File: src/rtl/mc_pkg.sv
// mc_pkg: definitions shared by the multi-cycle sequencer and the RV32I decoder.
//   - state_t   : sequencer state encoding (3 bits, also visible on state_dbg)
//   - OP_*      : opcode[6:2] major-opcode values of the supported subset
//   - BR_*      : decoder Branch codes (000 = not a branch)
//   - opcode_legal() : true when a 7-bit opcode belongs to the supported subset
package mc_pkg;

  typedef enum logic [2:0] {
    ST_IDLE   = 3'd0,
    ST_FETCH  = 3'd1,
    ST_DECODE = 3'd2,
    ST_EXEC   = 3'd3,
    ST_MEM    = 3'd4,
    ST_WB     = 3'd5,
    ST_HALT   = 3'd6
  } state_t;

  localparam logic [4:0] OP_LUI    = 5'b01101;
  localparam logic [4:0] OP_AUIPC  = 5'b00101;
  localparam logic [4:0] OP_RTYPE  = 5'b01100;
  localparam logic [4:0] OP_ITYPE  = 5'b00100;
  localparam logic [4:0] OP_LOAD   = 5'b00000;
  localparam logic [4:0] OP_STORE  = 5'b01000;
  localparam logic [4:0] OP_BRANCH = 5'b11000;
  localparam logic [4:0] OP_JAL    = 5'b11011;
  localparam logic [4:0] OP_JALR   = 5'b11001;

  localparam logic [2:0] BR_NONE = 3'b000;
  localparam logic [2:0] BR_BEQ  = 3'b001;
  localparam logic [2:0] BR_BLT  = 3'b010;
  localparam logic [2:0] BR_BLTU = 3'b011;
  localparam logic [2:0] BR_JAL  = 3'b100;
  localparam logic [2:0] BR_JALR = 3'b101;

  // Legal = 32-bit encoding (low bits 11) and a major opcode we implement.
  function automatic logic opcode_legal(input logic [6:0] op);
    logic v_legal;
    v_legal = 1'b0;
    if (op[1:0] == 2'b11) begin
      case (op[6:2])
        OP_LUI, OP_AUIPC, OP_RTYPE, OP_ITYPE, OP_LOAD,
        OP_STORE, OP_BRANCH, OP_JAL, OP_JALR: v_legal = 1'b1;
        default:                              v_legal = 1'b0;
      endcase
    end else begin
      v_legal = 1'b0;
    end
    return v_legal;
  endfunction

endpackage

File: src/rtl/mc_perf_counters.sv
// mc_perf_counters: cycle and retired-instruction counters for mc_sequencer.
// Only instantiated when PERF_COUNTERS_EN is defined.
// Ports:
//   clk, rstn      clock, async active-low reset
//   busy           sequencer is executing (counts cycles)
//   pc_we          one pulse per retired instruction
//   cycle_cnt      busy cycles, wraps modulo 2^32
//   instret_cnt    retired instructions, wraps modulo 2^32
module mc_perf_counters (
  input  logic        clk,
  input  logic        rstn,
  input  logic        busy,
  input  logic        pc_we,
  output logic [31:0] cycle_cnt,
  output logic [31:0] instret_cnt
);

  logic [31:0] r_cycle_cnt;
  logic [31:0] r_instret_cnt;

  // Busy-cycle counter.
  always_ff @(posedge clk or negedge rstn) begin
    if (!rstn) begin
      r_cycle_cnt <= 32'd0;
    end else if (busy) begin
      r_cycle_cnt <= r_cycle_cnt + 32'd1;
    end
  end

  // Retired-instruction counter: every instruction ends with exactly one pc_we.
  always_ff @(posedge clk or negedge rstn) begin
    if (!rstn) begin
      r_instret_cnt <= 32'd0;
    end else if (pc_we) begin
      r_instret_cnt <= r_instret_cnt + 32'd1;
    end
  end

  assign cycle_cnt   = r_cycle_cnt;
  assign instret_cnt = r_instret_cnt;

endmodule

File: src/rtl/mc_sequencer.sv
// mc_sequencer: multi-cycle control FSM for the RV32I-subset datapath.
// Steps each instruction through FETCH, DECODE, EXEC, MEM and WB, pulsing the
// datapath register enables and running req/ack handshakes to imem/dmem.
// Illegal opcodes trap into a sticky HALT state (left only by reset).
//
// Optional feature macro: PERF_COUNTERS_EN adds cycle_cnt/instret_cnt outputs.
//
// Ports:
//   clk, rstn          clock, async active-low reset
//   run                1 = execute, 0 = stop at next instruction boundary
//   opcode             IR[6:0]
//   mem_read/mem_write/reg_write/branch   decoder outputs
//   imem_ack, dmem_ack memory handshake acknowledges
//   imem_req, dmem_req, dmem_we           memory requests (Moore)
//   ir_we, opnd_we, aluout_we, mdr_we, rf_we, pc_we   single-cycle strobes
//   busy, halted, state_dbg               status
//   cycle_cnt, instret_cnt                (PERF_COUNTERS_EN only)
module mc_sequencer
  import mc_pkg::*;
(
  input  logic        clk,
  input  logic        rstn,
  input  logic        run,
  input  logic [6:0]  opcode,
  input  logic        mem_read,
  input  logic        mem_write,
  input  logic        reg_write,
  input  logic [2:0]  branch,
  input  logic        imem_ack,
  input  logic        dmem_ack,
  output logic        imem_req,
  output logic        dmem_req,
  output logic        dmem_we,
  output logic        ir_we,
  output logic        opnd_we,
  output logic        aluout_we,
  output logic        mdr_we,
  output logic        rf_we,
  output logic        pc_we,
  output logic        busy,
  output logic        halted,
`ifdef PERF_COUNTERS_EN
  output logic [2:0]  state_dbg,
  output logic [31:0] cycle_cnt,
  output logic [31:0] instret_cnt
`else
  output logic [2:0]  state_dbg
`endif
);

  state_t r_state;
  state_t w_next_state;
  state_t w_boundary_state;

  // Branch direction is resolved in the datapath (it selects PC+4 or target);
  // the sequencer only needs to know the instruction neither accesses memory
  // nor writes rd, so the code itself is not decoded here.
  logic w_unused_branch;
  assign w_unused_branch = |branch;

  // run is only looked at when an instruction retires.
  assign w_boundary_state = run ? ST_FETCH : ST_IDLE;

  // State register; async reset drops any pending request immediately.
  always_ff @(posedge clk or negedge rstn) begin
    if (!rstn) begin
      r_state <= ST_IDLE;
    end else begin
      r_state <= w_next_state;
    end
  end

  // Next-state and strobe/request decode.
  always_comb begin
    w_next_state = r_state;
    imem_req     = 1'b0;
    dmem_req     = 1'b0;
    dmem_we      = 1'b0;
    ir_we        = 1'b0;
    opnd_we      = 1'b0;
    aluout_we    = 1'b0;
    mdr_we       = 1'b0;
    rf_we        = 1'b0;
    pc_we        = 1'b0;
    case (r_state)
      ST_IDLE: begin
        if (run) begin
          w_next_state = ST_FETCH;
        end else begin
          w_next_state = ST_IDLE;
        end
      end
      ST_FETCH: begin
        imem_req = 1'b1;
        if (imem_ack) begin
          ir_we        = 1'b1;
          w_next_state = ST_DECODE;
        end else begin
          w_next_state = ST_FETCH;
        end
      end
      ST_DECODE: begin
        if (opcode_legal(opcode)) begin
          opnd_we      = 1'b1;
          w_next_state = ST_EXEC;
        end else begin
          w_next_state = ST_HALT;
        end
      end
      ST_EXEC: begin
        aluout_we = 1'b1;
        if (mem_read || mem_write) begin
          w_next_state = ST_MEM;
        end else if (reg_write) begin
          w_next_state = ST_WB;
        end else begin
          // Conditional branch retires here.
          pc_we        = 1'b1;
          w_next_state = w_boundary_state;
        end
      end
      ST_MEM: begin
        dmem_req = 1'b1;
        dmem_we  = mem_write;
        if (dmem_ack) begin
          if (mem_read) begin
            mdr_we       = 1'b1;
            w_next_state = ST_WB;
          end else begin
            // Store retires on its ack.
            pc_we        = 1'b1;
            w_next_state = w_boundary_state;
          end
        end else begin
          w_next_state = ST_MEM;
        end
      end
      ST_WB: begin
        rf_we        = 1'b1;
        pc_we        = 1'b1;
        w_next_state = w_boundary_state;
      end
      ST_HALT: begin
        w_next_state = ST_HALT;
      end
      default: begin
        // Unreachable encoding: park safely in IDLE with everything off.
        w_next_state = ST_IDLE;
      end
    endcase
  end

  assign busy      = (r_state != ST_IDLE) && (r_state != ST_HALT);
  assign halted    = (r_state == ST_HALT);
  assign state_dbg = r_state;

`ifdef PERF_COUNTERS_EN
  mc_perf_counters u_perf_counters (
    .clk         (clk),
    .rstn        (rstn),
    .busy        (busy),
    .pc_we       (pc_we),
    .cycle_cnt   (cycle_cnt),
    .instret_cnt (instret_cnt)
  );
`endif

endmodule

File: config.mk
export PLATFORM = sky130hd
export DESIGN_NAME = mc_sequencer
export DESIGN_NICKNAME = d
export VERILOG_FILES = /design/src/rtl/mc_pkg.sv /design/src/rtl/mc_perf_counters.sv /design/src/rtl/mc_sequencer.sv
export SDC_FILE = /design/constraint.sdc
export NUM_CORES = 1
export LEC_CHECK = 0
export CAP_MARGIN = 10
export CELL_PAD_IN_SITES_DETAIL_PLACEMENT = 0
export CELL_PAD_IN_SITES_GLOBAL_PLACEMENT = 1
export CORE_MARGIN = 2
export CORE_UTILIZATION = 19
export DETAILED_ROUTE_END_ITERATION = 12
export PLACE_DENSITY = 0.76
export SETUP_SLACK_MARGIN = 0.4
export SLEW_MARGIN = 0
export SYNTH_ARGS = -nofsm -noshare
export SYNTH_HDL_FRONTEND = slang
export SYNTH_SLANG_ARGS = --single-unit
File: constraint.sdc
create_clock -name clk -period 2.7 [get_ports clk]
set_input_delay 0.54 -clock clk [delete_from_list [all_inputs] [get_ports clk]]
set_output_delay 0.54 -clock clk [all_outputs]
set_load 0.005 [all_outputs]
-- After elaboration in Yosys (flattened, before gate mapping)
Memories as Yosys holds them, arrays and structs flattened.
Index checks and enable logic that the tools add are counted.
- register bits: 3
- ROM bits: 32
- input bits: 18
- output and inout bits: 14
- logic and storage cells: 42
- memories kept: 1
- eq/ne operators: 8
- mux-type cells: 27
- reductions and logical operators: 5
- memory list (memory ; depth ; width ; rd ports ; clocked after memory_dff ; write ports ; RTL line ; source):
    (no name shown) ; 32 ; 1 ; 1 ; 0 ; 0 ; mc_pkg.sv:40 ; case (op[6:2])
- operators by type and width (kind ; number):
    1-bit two-way mux ; 19
    3-bit case mux with 6 select lines ; 1
    3-bit two-way mux ; 5
    3-bit equality test, second input constant ; 3
    3-bit by 2-bit equality test with 1-bit output, second input constant ; 2
    3-bit by 1-bit equality test with 1-bit output, second input constant ; 1
    3-bit logical NOT ; 1
    3-bit != test, second input constant ; 1
    1-bit case mux with 3 select lines ; 1
    3-bit nonzero test ; 1
    2-bit equality test, second input constant ; 1
    2-bit two-way mux ; 1
    2-bit OR reduction ; 1
    1-bit logical AND ; 1
    1-bit logical OR ; 1

-- Logic depth before layout (Yosys ltp)
- depth in word-level cells: 5
- gate-level depth with buffers: 6
- depth with buffers taken out: 4

-- Worst setup path after synthesis
Ideal clock, no wire load.
- path type: input to output
- start point: input port opcode[2]
- end point: output port opnd_we
- arrival: 1259 ps
- slack: 901 ps
- stages on the path: 3
- buffers on the path: 0
- cell sequence: nor2b_1 -> o32a_1 -> nor4_1
- cells in the longest elaborated chain, start to end: 5
- RTL lines (element ; RTL line ; source):
    start, declared ; mc_sequencer.sv:24 ; input logic [6:0] opcode,
    memory read 32 x 1 bit ; -- ;
    1-bit two-way mux ; mc_pkg.sv:39 ; if (op[1:0] == 2'b11) begin
    1-bit two-way mux ; mc_sequencer.sv:85 ; case (r_state)
    1-bit two-way mux ; mc_sequencer.sv:103 ; if (opcode_legal(opcode)) begin
    1-bit two-way mux ; mc_sequencer.sv:85 ;
    end, declared ; mc_sequencer.sv:35 ; output logic opnd_we,
Every way passes these cells. The select of a mux whose other input is x is not followed.

-- Worst setup path after layout
- start point: register r_state[2], in the netlist state_dbg[2]
- end point: output port busy
- cells in the longest elaborated chain, start to end: 2
- elaborated cells between the ends (all ways): 3
- those cells by class: 1 x eq/ne; 2 x reduce/logical
- RTL lines (element ; RTL line ; source):
    start, declared ; mc_sequencer.sv:51 ; state_t r_state;
    start signal, assigned ; mc_sequencer.sv:69 ; r_state <= w_next_state;
    3-bit != test / 3-bit nonzero test (equally long branches) ; mc_sequencer.sv:153 ; assign busy = (r_state != ST_IDLE) && (r_state != ST_HALT);
    1-bit logical AND * ; mc_sequencer.sv:153 ;
    end, declared ; mc_sequencer.sv:40 ; output logic busy,
Mark *: on every way between the ends. The rest lies on a longest branch, timed or not.

==> results.yml <==
status:
  status: "finished, final reports clean"
setup_path:
  endpoint_kind: "output pin"
  worst-r2r-cell-count: 4
  worst-path-max-fanout: 10
  critical_path.startpoint_type: "flop"
  critPathRequiredTime_ns: 2.16
  cp-startpoint: "state_dbg[2]"
  critical_path.reg2reg.endpoint: "state_dbg[0]"
  path_class: "reg2out"
  r2r-start: "state_dbg[2]"
  critical_path_arrival_ns: 1.71
  last_element_of_the_critical_path: "busy"
  rrSetupSlack_ns: 1.06
timing:
  layout_min_cycle_time_ns: 2.25
  timing.max_slew.rel_slack_pct: 77.8
  setup_repair_after_global_routing_missed_its_margin: "true"
  slew_viol_final: 0
  whs_ns: 0.490
  setup_viol: 0
  finalHoldViolCount: 0
  timing.setup.tns_ns: 0
  timing.fmax_ghz: 0.444
  fin_worst_skew_ns: 0.0000551
  tightest_slew_ns: 0.333
  finalCritPeriodShare_pct: 83.4
synth:
  yosysTopAreaCellShare_pct: 21.9
  syn-num-nets: 65
  synthesis.area_per_instance_um2: 7.29
  syn_area_um2: 343
  yosysWarningCount: 0
  cell_taking_the_most_area_after_synthesis: "dfrtp_1"
  synthesis.instances: 47
  ys_types: 24
  synthTopCellsByArea: "dfrtp_1 (22%), nand2b_1 (9.1%), and2_1 (5.5%), nor2_1 (5.5%), nor2b_1 (5.5%)"
  synth-seq-cells: 3
  yosysSeqAreaShare_pct: 21.9
routing:
  post-route-drc-count: 0
  dr_total_vias: 443
  vias_per_cell: 4.30
  remaining_antenna_violation_count: 0
  firstDrtPassIters: 4
  drt-initial-drc-count: 7
  postRouteWirelength_um: 1010
  wl_per_cell_um: 9.80
die:
  rows: 15
  floorplan.die.height_um: 46.5
  io_pins: 32
  design.die.area_um2: 2160
  floorplan.initialDensity_pct: 20.1
  fp.dieW_um: 46.5
  fp.coreArea_um2: 1710
clocking:
  clk_pin_slew_worst_paths_ns: 0.04
  clk_path_buf_depth: 2
  clock_sink_count: 3
  cts_made_buffers: 3
  h-tree-depth: 1
  holdBufCountCts: 0
  cts_tree: "yes"
  insertion_delay_ns: 0.23
  root_buffer: "clkbuf_4"
  post_cts.repair.setup_buffers: 0
place:
  dp_hpwl_um: 795
  place_congestion: 0.655
  numPortBuffers: 28
global_route:
  grt_pass1_vias: 356
  grt_usage_pct: 9.17
  antenna_found_initial: 0
  global_route.overflow_total: 0
  grt_max_degree: 13
  wire_length_of_the_first_global_routing_pass_um: 1410
power:
  total_leakage_power_uw: 0.000331
  cellPowerDensity_nw_per_um2: 712
  total_power_uw: 506
  peakVddDrop_uv: 220
cells_and_area:
  fillers: 183
  register_area_um2: 76.3
  multiInputGateArea_um2: 265
  diodes: 0
  fin_nets: 97
  largest_register_ff_count: 3
  area_growth_pct: 107
  final_layout_size_suffix_gt1_share_pct: 16.7
job:
  drv.max_cap_violation_count: 0
worst_hold_path:
  timing.hold.worst.class: "in2async"
==> worst min path at each step <==
stage,cells after the start,start,endpoint
6_report,1,rstn,state_dbg[2]
5_1_grt,1,rstn,state_dbg[2]
4_1_cts,1,rstn,state_dbg[0]
3_5_place_dp,1,state_dbg[0],state_dbg[2]
3_3_place_gp,1,state_dbg[0],state_dbg[2]
2_1_floorplan,0,rstn,state_dbg[0]
==> logic make-up (layout without fill, tap and decap cells) <==
logic type | count (synthesis) | after routing | share of synthesized area [%]
simple gates | 31 | 31 | 51.1
compound gates | 7 | 7 | 17.2
buf+inv | 6 | 37 | 9.85
flops | 3 | 3 | 21.9
==> critical path, cell delays in order (launching register included) <==
cell             delay [ns]
dfrtp_1                0.53
and2b_1                0.22
or3_1                  0.29
clkdlybuf4s50_1        0.45
==> power breakdown <==
group	switching (uW)	internal, uW
Sequential	58.6	66.8
Combinational	98.9	203
Clock	23.1	55.4
Total	181	326
==> final cells by class <==
type / count / area share (%)
repair buffers: 30 / 42.3
multi-input cells: 38 / 37.3
flip-flops and latches: 3 / 10.7
well taps: 25 / 4.40
clock buffers: 4 / 3.70
inverters: 3 / 1.58
==> stage by stage <==
stage | instance area, um2 | setup slack [ns] | instances | util (%)
floorplan | 343 | 0.901 | 47 | -
global placement | 647 | -0.107 | 99 | 37.9
detailed placement | 647 | -0.134 | 99 | 37.9
CTS | 677 | 0.229 | 103 | 39.6
global route | 711 | 0.380 | 103 | 41.6
finish | 711 | 0.447 | 103 | 41.6
==> routing by layer <==
| layer | part of all wire [%] | global-route usage [%] | vias to the layer above |
|---|---|---|---|
| li1 | - | - | 226 |
| met1 | 41 | 12.4 | 199 |
| met2 | 51 | 12.8 | 18 |
| met3 | 7.8 | 2.75 | 0 |
| met4 | 0 | 5.14 | 0 |
| met5 | 0 | 0 | - |
==> layout by cell type (no fill, tap or decap), types with 3 or more instances in the layout <==
master,n
inv_1,3
nor2_1,5
nand2b_1,5
nor2b_1,3
and2_1,3
nand2_1,4
clkbuf_4,3
clkdlybuf4s50_1,22
dlymetal6s2s_1,4
==> cell usage after synthesis <==
| master | instances |
|---|---|
| and3_1 | 1 |
| buf_4 | 1 |
| o221ai_1 | 1 |
| nand2_1 | 4 |
| a311oi_2 | 1 |
| nor2_1 | 5 |
| and2b_1 | 1 |
| and2_1 | 3 |
| a22oi_1 | 1 |
| inv_1 | 3 |
| nand3_1 | 1 |
| clkbuf_1 | 1 |
| o32a_1 | 1 |
| and3b_1 | 1 |
| buf_6 | 1 |
| o21ai_0 | 2 |
| nor3b_1 | 2 |
| nand2b_1 | 5 |
| or3_1 | 3 |
| nor4_1 | 1 |
| dfrtp_1 | 3 |
| nor2b_1 | 3 |
| a211oi_1 | 1 |
| nor3_1 | 1 |
==> timing repair <==
action	4_1_cts	5_1_grt
setup endpoints to repair	4	6
pin swaps	0	3
gates resized for setup	4	14
Power figures use the tool's default switching activity.
